**config.mk**
```make
export PLATFORM = sky130hd
export DESIGN_NAME = hdr_collector
export DESIGN_NICKNAME = d
export VERILOG_FILES = /design/src/rtl/hdr_collector.sv
export SDC_FILE = /design/constraint.sdc
export NUM_CORES = 1
export LEC_CHECK = 0
export BUFFER_PORTS_ARGS = -buffer_cell sky130_fd_sc_hd__buf_4
export CORE_ASPECT_RATIO = 1.2
export CORE_MARGIN = 2
export CORE_UTILIZATION = 35
export CTS_CLUSTER_SIZE = 30
export DETAILED_ROUTE_END_ITERATION = 10
export PLACE_DENSITY = 0.61
export SLEW_MARGIN = 10
export SYNTH_ARGS = -nofsm -noshare
export SYNTH_HDL_FRONTEND = slang
export SYNTH_SLANG_ARGS = --single-unit
```
**constraint.sdc**
```tcl
create_clock -name clk -period 4.25 [get_ports clk]
set_clock_uncertainty 0.15 [all_clocks]
set_input_delay 0.85 -clock clk [delete_from_list [all_inputs] [get_ports clk]]
set_output_delay 0.85 -clock clk [all_outputs]
set_load 0.01 [all_outputs]
```
**src/rtl/hdr_collector.sv**
```systemverilog
// ---------------------------------------------------------------------------
// hdr_collector
//
// Upstream feeder for the header parser. Collects a byte-serial packet,
// captures the first HDR_LEN bytes into a zero-padded header window, fires a
// one-cycle start at the parser (held off while the parser tables are being
// modified), waits for the parser to finish and then presents the parsed
// offsets together with the packet length on a valid/ready output.
//
// Optional feature macro: HDR_COLLECTOR_TIMEOUT_EN
//   Defined     - a wait counter bounds WAIT_DONE to TIMEOUT cycles; on expiry
//                 the result is emitted with out_err_o=1 and every offset word
//                 set to `NO_HEADER.
//   Not defined - WAIT_DONE waits indefinitely and out_err_o is tied low.
//
// Ports:
//   clk             in   clock, all logic on posedge
//   rst             in   asynchronous active-low reset
//   in_valid_i      in   input byte valid
//   in_ready_o      out  input byte accepted when high with in_valid_i
//   in_data_i       in   packet byte
//   in_sop_i        in   first byte of packet
//   in_eop_i        in   last byte of packet
//   mod_busy_i      in   parser table modification active, blocks start
//   start_o         out  one-cycle parser start
//   pkt_hdr_o       out  HDR_LEN x 8 header window (byte i at [i*8 +: 8])
//   parser_ready_i  in   parser done (level)
//   parsed_hdrs_i   in   NUM_HDRS x 32 parser offsets
//   out_valid_o     out  result valid
//   out_ready_i     in   downstream accept
//   out_hdrs_o      out  NUM_HDRS x 32 latched offsets
//   out_pkt_len_o   out  total packet bytes, saturating at 65535
//   out_err_o       out  parser timeout flag
// ---------------------------------------------------------------------------

`ifndef HDR_MAX_LEN
`define HDR_MAX_LEN 64
`endif

`ifndef NUM_HEADERS
`define NUM_HEADERS 2
`endif

`ifndef NO_HEADER
`define NO_HEADER 32'hFFFF_FFFF
`endif

module hdr_collector #(
  parameter int HDR_LEN  = `HDR_MAX_LEN,
  parameter int NUM_HDRS = `NUM_HEADERS,
  parameter int TIMEOUT  = 255
) (
  input  logic                     clk,
  input  logic                     rst,
  input  logic                     in_valid_i,
  output logic                     in_ready_o,
  input  logic [7:0]               in_data_i,
  input  logic                     in_sop_i,
  input  logic                     in_eop_i,
  input  logic                     mod_busy_i,
  output logic                     start_o,
  output logic [HDR_LEN*8-1:0]     pkt_hdr_o,
  input  logic                     parser_ready_i,
  input  logic [NUM_HDRS*32-1:0]   parsed_hdrs_i,
  output logic                     out_valid_o,
  input  logic                     out_ready_i,
  output logic [NUM_HDRS*32-1:0]   out_hdrs_o,
  output logic [15:0]              out_pkt_len_o,
  output logic                     out_err_o
);

  localparam int CW = $clog2(HDR_LEN + 1);

  typedef enum logic [2:0] {
    IDLE,
    COLLECT,
    DISPATCH,
    START,
    WAIT_DONE,
    OUTPUT
  } state_t;

  state_t          state;
  state_t          state_nxt;
  logic [CW-1:0]   count;
  logic            accept;
  logic            timed_out;

  if (HDR_LEN < 1 || NUM_HDRS < 1 || TIMEOUT < 1) begin : g_bad_param
    $error("hdr_collector: HDR_LEN, NUM_HDRS and TIMEOUT must all be >= 1");
  end

  // Gating with rst keeps the input closed for the whole reset interval,
  // even though the state register already reads IDLE.
  assign in_ready_o = rst & ((state == IDLE) | (state == COLLECT));
  assign accept     = in_valid_i & in_ready_o;

`ifdef HDR_COLLECTOR_TIMEOUT_EN
  localparam int TW = $clog2(TIMEOUT + 1);

  logic [TW-1:0] wait_cnt;

  // Held at zero outside WAIT_DONE, so it reads 0 on the first WAIT_DONE
  // cycle; expiry lands after exactly TIMEOUT cycles without parser_ready_i.
  always_ff @(posedge clk or negedge rst) begin
    if (!rst) begin
      wait_cnt <= '0;
    end else if (state != WAIT_DONE) begin
      wait_cnt <= '0;
    end else begin
      wait_cnt <= wait_cnt + 1'b1;
    end
  end

  assign timed_out = (state == WAIT_DONE) && !parser_ready_i &&
                     (wait_cnt == TW'(TIMEOUT - 1));

  always_ff @(posedge clk or negedge rst) begin
    if (!rst) begin
      out_err_o <= 1'b0;
    end else if (timed_out) begin
      out_err_o <= 1'b1;
    end else if (state == OUTPUT && out_ready_i) begin
      out_err_o <= 1'b0;
    end
  end
`else
  assign timed_out = 1'b0;
  assign out_err_o = 1'b0;
`endif

  // State register.
  always_ff @(posedge clk or negedge rst) begin
    if (!rst) begin
      state <= IDLE;
    end else begin
      state <= state_nxt;
    end
  end

  // Next-state and strobe outputs.
  always_comb begin
    state_nxt   = state;
    start_o     = 1'b0;
    out_valid_o = 1'b0;
    case (state)
      IDLE: begin
        if (accept && in_sop_i) begin
          state_nxt = in_eop_i ? DISPATCH : COLLECT;
        end
      end
      COLLECT: begin
        if (accept && in_eop_i) begin
          state_nxt = DISPATCH;
        end
      end
      DISPATCH: begin
        if (!mod_busy_i) begin
          state_nxt = START;
        end
      end
      START: begin
        start_o   = 1'b1;
        state_nxt = WAIT_DONE;
      end
      WAIT_DONE: begin
        if (parser_ready_i || timed_out) begin
          state_nxt = OUTPUT;
        end
      end
      OUTPUT: begin
        out_valid_o = 1'b1;
        if (out_ready_i) begin
          state_nxt = IDLE;
        end
      end
      default: begin
        state_nxt = IDLE;
      end
    endcase
  end

  // Header window, byte count and packet length. Writes only happen on an
  // accepted byte, which confines window updates to IDLE and COLLECT. A sop
  // in either state restarts the packet from scratch.
  always_ff @(posedge clk or negedge rst) begin
    if (!rst) begin
      pkt_hdr_o     <= '0;
      count         <= '0;
      out_pkt_len_o <= '0;
    end else if (accept && in_sop_i) begin
      pkt_hdr_o     <= (HDR_LEN*8)'(in_data_i);
      count         <= CW'(1);
      out_pkt_len_o <= 16'd1;
    end else if (accept && state == COLLECT) begin
      if (count < CW'(HDR_LEN)) begin
        pkt_hdr_o[int'(count)*8 +: 8] <= in_data_i;
        count                         <= count + 1'b1;
      end
      if (out_pkt_len_o != 16'hFFFF) begin
        out_pkt_len_o <= out_pkt_len_o + 16'd1;
      end
    end
  end

  // Offset latch: parser result, or the no-header pattern on timeout.
  always_ff @(posedge clk or negedge rst) begin
    if (!rst) begin
      out_hdrs_o <= '0;
    end else if (state == WAIT_DONE && parser_ready_i) begin
      out_hdrs_o <= parsed_hdrs_i;
    end else if (timed_out) begin
      out_hdrs_o <= {NUM_HDRS{`NO_HEADER}};
    end
  end

endmodule

```
# Yosys cells after proc, flatten, opt, wreduce, memory -nomap -nowiden
# Cells that the tools add are included.
[totals]
out_inout_bits = 596
register_bits = 602
word_cells = 55
[classes]
n_shift = 2
magnitude_cmp = 1
eq_ne = 11
n_mux = 19
bitwise = 3
addsub = 3
reduce_logical = 11
[ops]
columns = ["operator", "count"]
rows = [
  ["$mux W512", 3],
  ["$bwmux W512", 1],
  ["$shift A8 B33 Y512 const A", 1],
  ["$shiftx A8 B33 Y512", 1],
  ["$mux W16", 3],
  ["$neg A10 Y33", 1],
  ["$mux W7", 3],
  ["$pmux W3 S6", 1],
  ["$add A16 B1 Y16 const B", 1],
  ["$ne A16 B16 Y1 const B", 1],
  ["$mux W3", 5],
  ["$add A7 B1 Y7 const B", 1],
  ["$lt A7 B7 Y1 const B", 1],
  ["$eq A3 B2 Y1 const B", 2],
  ["$eq A3 B3 Y1 const B", 2],
  ["$ne A2 B2 Y1 const B", 3],
  ["$reduce_bool A2 Y1", 3],
  ["$reduce_and A5 Y1", 1],
  ["$logic_and A1 B1 Y1", 4],
  ["$ne A2 B1 Y1 const B", 2],
  ["$reduce_and A2 Y1", 2],
  ["$eq A3 B1 Y1 const B", 1],
  ["$logic_not A3 Y1", 1],
  ["$and A1 B1 Y1", 2],
  ["other kinds (3)", 4],
]

# Depth between registers and ports, before layout
[logic_depth]
word_depth = 7
mapped_depth = 16
depth_no_buf = 11

# Worst setup path before layout
# OpenSTA, ideal clock, no wires.
[synth_timing]
kind = "register to register"
from = "register count[0]"
to = "register pkt_hdr_o[135]"
stages_incl_launch_ff = 16
synth_period_minus_slack_ns = 3.709
required_ns = 3.979
arrival_time_ns = 3.438
path_buffers = 5
slack_ns = 0.541
setup_ns = 0.121
cell_sequence = "dfrtp_1 clkbuf_1 clkbuf_1 inv_1 ha_1 buf_2 nor2b_1 nand2_1 nor2_1 ha_1 clkbuf_1 o211ai_2 nor4_2 buf_2 a21oi_1 a22o_1"
[synth_via]
elab_chain_len = 6
elab_cells_between_ends = 10
classes_between = "1 x add/sub; 1 x order compare; 2 x shift; 4 x mux; 2 x reduce/logical"
[synth_rtl]
columns = ["item", "line_no", "source"]
rows = [
  ["start: declaration", "85", "logic [CW-1:0] count;"],
  ["start signal: assignment", "198", "count <= count + 1'b1;"],
  ["$neg A10 Y33", "197", "pkt_hdr_o[int'(count)*8 +: 8] <= in_data_i;"],
  ["$shiftx A8 B33 Y512 or $shift A8 B33 Y512 (tied branches)", "197", ""],
  ["$bwmux W512", "197", ""],
  ["$mux W512", "196", "if (count < CW'(HDR_LEN)) begin"],
  ["$mux W512", "195", "end else if (accept && state == COLLECT) begin"],
  ["$mux W512", "191", "end else if (accept && in_sop_i) begin"],
  ["end signal: assignment", "192", "pkt_hdr_o <= (HDR_LEN*8)'(in_data_i);"],
  ["end signal: indexed assignment", "197", ""],
  ["end: declaration", "62", "output logic [HDR_LEN*8-1:0] pkt_hdr_o,"],
]
# Several ways; a longest one is shown, not always the timed one. The select of a mux whose other input is x is not followed.
# A chain may end at the register's enable or synchronous reset.

# Final worst setup path
[layout_timing]
from = "register count[1]"
to = "register pkt_hdr_o[286]"
# Same word-level chain as after synthesis.

==> impl_metrics.env <==
export IMPL_status="completed"
export IMPL_synth_flop_cell="dfrtp_1"
export IMPL_crit_path_end_kind="register"
export IMPL_root_buffer="clkbuf_16"
export IMPL_die_w_um=240.7
export IMPL_insertion_delay_ps=630
export IMPL_syn_inst=1808
export IMPL_drt_first_pass_iters=5
export IMPL_hold_viol_final=0
export IMPL_vdd_ir_drop_max_v=0.0003884
export IMPL_rsz0062_at_grt="false"
export IMPL_busiest_layer="met2"
export IMPL_cts_sinks=602
export IMPL_path_common_cell="ha_1"
export IMPL_multi_input_area_mm2=0.007923
export IMPL_power_switching_mw=5.185
export IMPL_p_seq_share_pct=40.4
export IMPL_hold_buffers=0
export IMPL_yosysWarnings=0
export IMPL_met2_usage_pct=43.82
export IMPL_nFillCells=6051
export IMPL_power_density_mw_per_mm2=499.6
export IMPL_antenna_found_initial=2
export IMPL_ant_nets=0
export IMPL_p_int_mw=10.89
export IMPL_layout_cells_non_filler=3468
export IMPL_cp_start_kind="register"
export IMPL_crit_required_ps=4620
export IMPL_maxSlewViolCount=0
export IMPL_layout_setup_ws_ps=302.9
export IMPL_cts_max_path_buffers=3
export IMPL_path_class="register to register"
export IMPL_die_area_mm2=0.06935
export IMPL_path_clk_slew_ps=70
export IMPL_yosysSeqAreaShare_pct=64.00
export IMPL_cts_tree="yes"
export IMPL_grt_max_degree=143
export IMPL_grt_usage_pct=26.22
export IMPL_async_flop_share_pct=100.0
export IMPL_detail_route_wirelength_um=93140
export IMPL_swShare_pct=32.25
export IMPL_cp_slowest_stage_delay_ps=740
export IMPL_synth_edf_count=0
export IMPL_max_slew_margin_rel_pct=25.40
export IMPL_p_clk_share_pct=35.2
export IMPL_grt_pass1_wl_um=134700
export IMPL_vias_per_cell=5.547
export IMPL_io_pin_count=676
export IMPL_grt_util_met1_pct=32.04
export IMPL_drive_above_1_share_pct=38.44
export IMPL_final_min_clock_period_ps=3947
export IMPL_path_max_fanout=11
export IMPL_hpwl_um=67670
export IMPL_tightestPinTransition_ps=1114
export IMPL_p_total_mw=16.08
export IMPL_finalNetCount=2600
export IMPL_grtUsageMet3_pct=6.568
export IMPL_power_frac_comb_pct=24.4
export IMPL_ys_types=68
export IMPL_cp_arrival_ps=4310
export IMPL_slowest_stage="a211oi_4"
export IMPL_pre_cts_slack_ps=445.7
export IMPL_timing_fmax_mhz=253.3
export IMPL_initial_core_util_pct=35.26
export IMPL_worst_hold_slack_ps=168.3
export IMPL_grt_pass1_vias=19640
export IMPL_ys_ff_latch=602
export IMPL_hold_path_class="input port to asynchronous set/reset pin"
export IMPL_port_buffers=674
export IMPL_cts_setup_buffers=0
export IMPL_numPlacedInstances=3355
export IMPL_drc_errors=0
export IMPL_finalSetupViolCount=0
export IMPL_syn_nets=1892
export IMPL_wl_per_cell_um=26.86
export IMPL_finalCritPeriodShare_pct=92.87
export IMPL_grt_remaining_overflow=0
export IMPL_cap_violations=0
export IMPL_fp_dieH_um=288.1
export IMPL_via_count=19240
export IMPL_gp_congestion=0.8844
export IMPL_seqCellArea_mm2=0.01506
export IMPL_numCtsBuffers=60
export IMPL_syn_area_mm2=0.02354
export IMPL_leakagePower_nw=15.80
export IMPL_synth_avg_cell_area_um2=13.02
export IMPL_path_cells="inv_1 -> ha_1 -> nor2b_1 -> nand2_1 -> nor2_1 -> ha_1 -> o211ai_2 -> a211oi_4 -> a31oi_1 -> a22o_1"
export IMPL_drt_iter0_markers=1232
export IMPL_synthToLayoutAreaGrowth_pct=36.74
export IMPL_cts_resized=0
export IMPL_cts_htree_levels=2
export IMPL_coreArea_mm2=0.06675
export IMPL_setup_tns_ps=0
export IMPL_rows=104
==> power by group through the flow <==
stage / registers [mW] / clock network [mW] / logic [mW]
after floorplan: 6.74 / 0 / 1.71
after global placement: 6.58 / 0 / 3.90
after detailed placement: 6.60 / 0 / 3.92
after CTS: 6.51 / 5.77 / 3.93
after global routing: 6.56 / 6.01 / 4.17
final: 6.50 / 5.66 / 3.92
==> layer usage <==
layer	vias to the layer above	routed length [µm]
li1	8309	-
met1	9907	36150
met2	816	45690
met3	203	6796
met4	2	4488
met5	-	11
==> critical path: cells and delay by family, from the launching register on <==
kind | cells | cell delay [ps]
AOI/OAI and AO/OA | 4 | 1970
buffers and inverters | 1 | 150
adders and majority gates | 2 | 620
DFF | 1 | 580
and+or+nand+nor | 3 | 360
==> synth_stat cells (6+ instances only) <==
library cell | n | area share [%]
xnor2_1 | 17 | 0.63
a22o_1 | 294 | 11
nor2_1 | 75 | 1.2
buf_2 | 18 | 0.38
clkbuf_1 | 88 | 1.4
nand2_1 | 59 | 0.94
o2bb2ai_1 | 160 | 6.0
a31oi_1 | 36 | 0.96
o21ai_0 | 29 | 0.62
a21oi_1 | 42 | 0.89
nor3_2 | 11 | 0.47
nor4_1 | 6 | 0.16
nand4_1 | 23 | 0.61
dfrtp_1 | 602 | 64
mux2i_1 | 7 | 0.30
nand2b_1 | 6 | 0.16
mux2_2 | 67 | 3.2
or3_1 | 7 | 0.19
o22ai_1 | 17 | 0.45
inv_1 | 43 | 0.69
nand3_1 | 49 | 1.0
buf_1 | 13 | 0.21
o31ai_1 | 8 | 0.26
nor3_1 | 34 | 0.72
==> through the flow <==
step / utilization, % / instance area, µm²
2_1_floorplan: - / 23540
3_3_place_gp: 45.06 / 30080
3_5_place_dp: 45.06 / 30080
4_1_cts: 48.21 / 32180
5_1_grt: 48.21 / 32180
6_report: 48.22 / 32190
==> kinds of logic after synthesis <==
| family | count (synthesis) | synth area share (%) |
|---|---|---|
| flops | 602 | 64.00 |
| simple gates | 317 | 7.160 |
| xor+xnor | 21 | 0.7814 |
| mux | 74 | 3.503 |
| compound gates | 625 | 21.58 |
| fa+ha+maj | 4 | 0.2126 |
| other cells | 1 | 0.01593 |
| buf+inv | 164 | 2.743 |
==> flip-flops by register name (all words and copies together) (netlist names) <==
signal,count
count,7
out_hdrs_o,64
out_pkt_len_o,16
pkt_hdr_o,512
state,3
==> worst paths after layout <==
| path | end | startpoint | slack (ps) | depth (start not counted) |
|---|---|---|---|---|
| max in group asynchronous | pkt_hdr_o[415] | rst | 1760 | 4 |
| min | pkt_hdr_o[223] | rst | 170 | 2 |
| max | pkt_hdr_o[286] | count[1] | 300 | 10 |
| max reg2reg | pkt_hdr_o[286] | count[1] | 300 | 10 |
| min reg2reg | pkt_hdr_o[423] | pkt_hdr_o[423] | 340 | 1 |
| min in group clk | out_hdrs_o[47] | parsed_hdrs_i[47] | 310 | 2 |
==> layout by cell type (no fill, tap or decap), types with 41 or more instances in the layout <==
cell type and n:
nand2_1 59, nor2_1 74, o2bb2ai_1 160, inv_1 43, a21oi_1 41, clkbuf_16 60
buf_4 763, dfrtp_1 602, nand3_1 49, mux2_2 67, a22o_1 294
==> final cells by class <==
type | instances | area share [%]
Multi-Input combinational cell | 1042 | 24.62
Tap cell | 901 | 3.503
Inverter | 43 | 0.5015
Clock buffer | 78 | 5.248
Sequential cell | 602 | 46.80
Clock inverter | 33 | 1.283
Antenna cell | 2 | 0.01555
Timing Repair Buffer | 767 | 18.03
No activity file was read; power rests on OpenSTA's default activity.
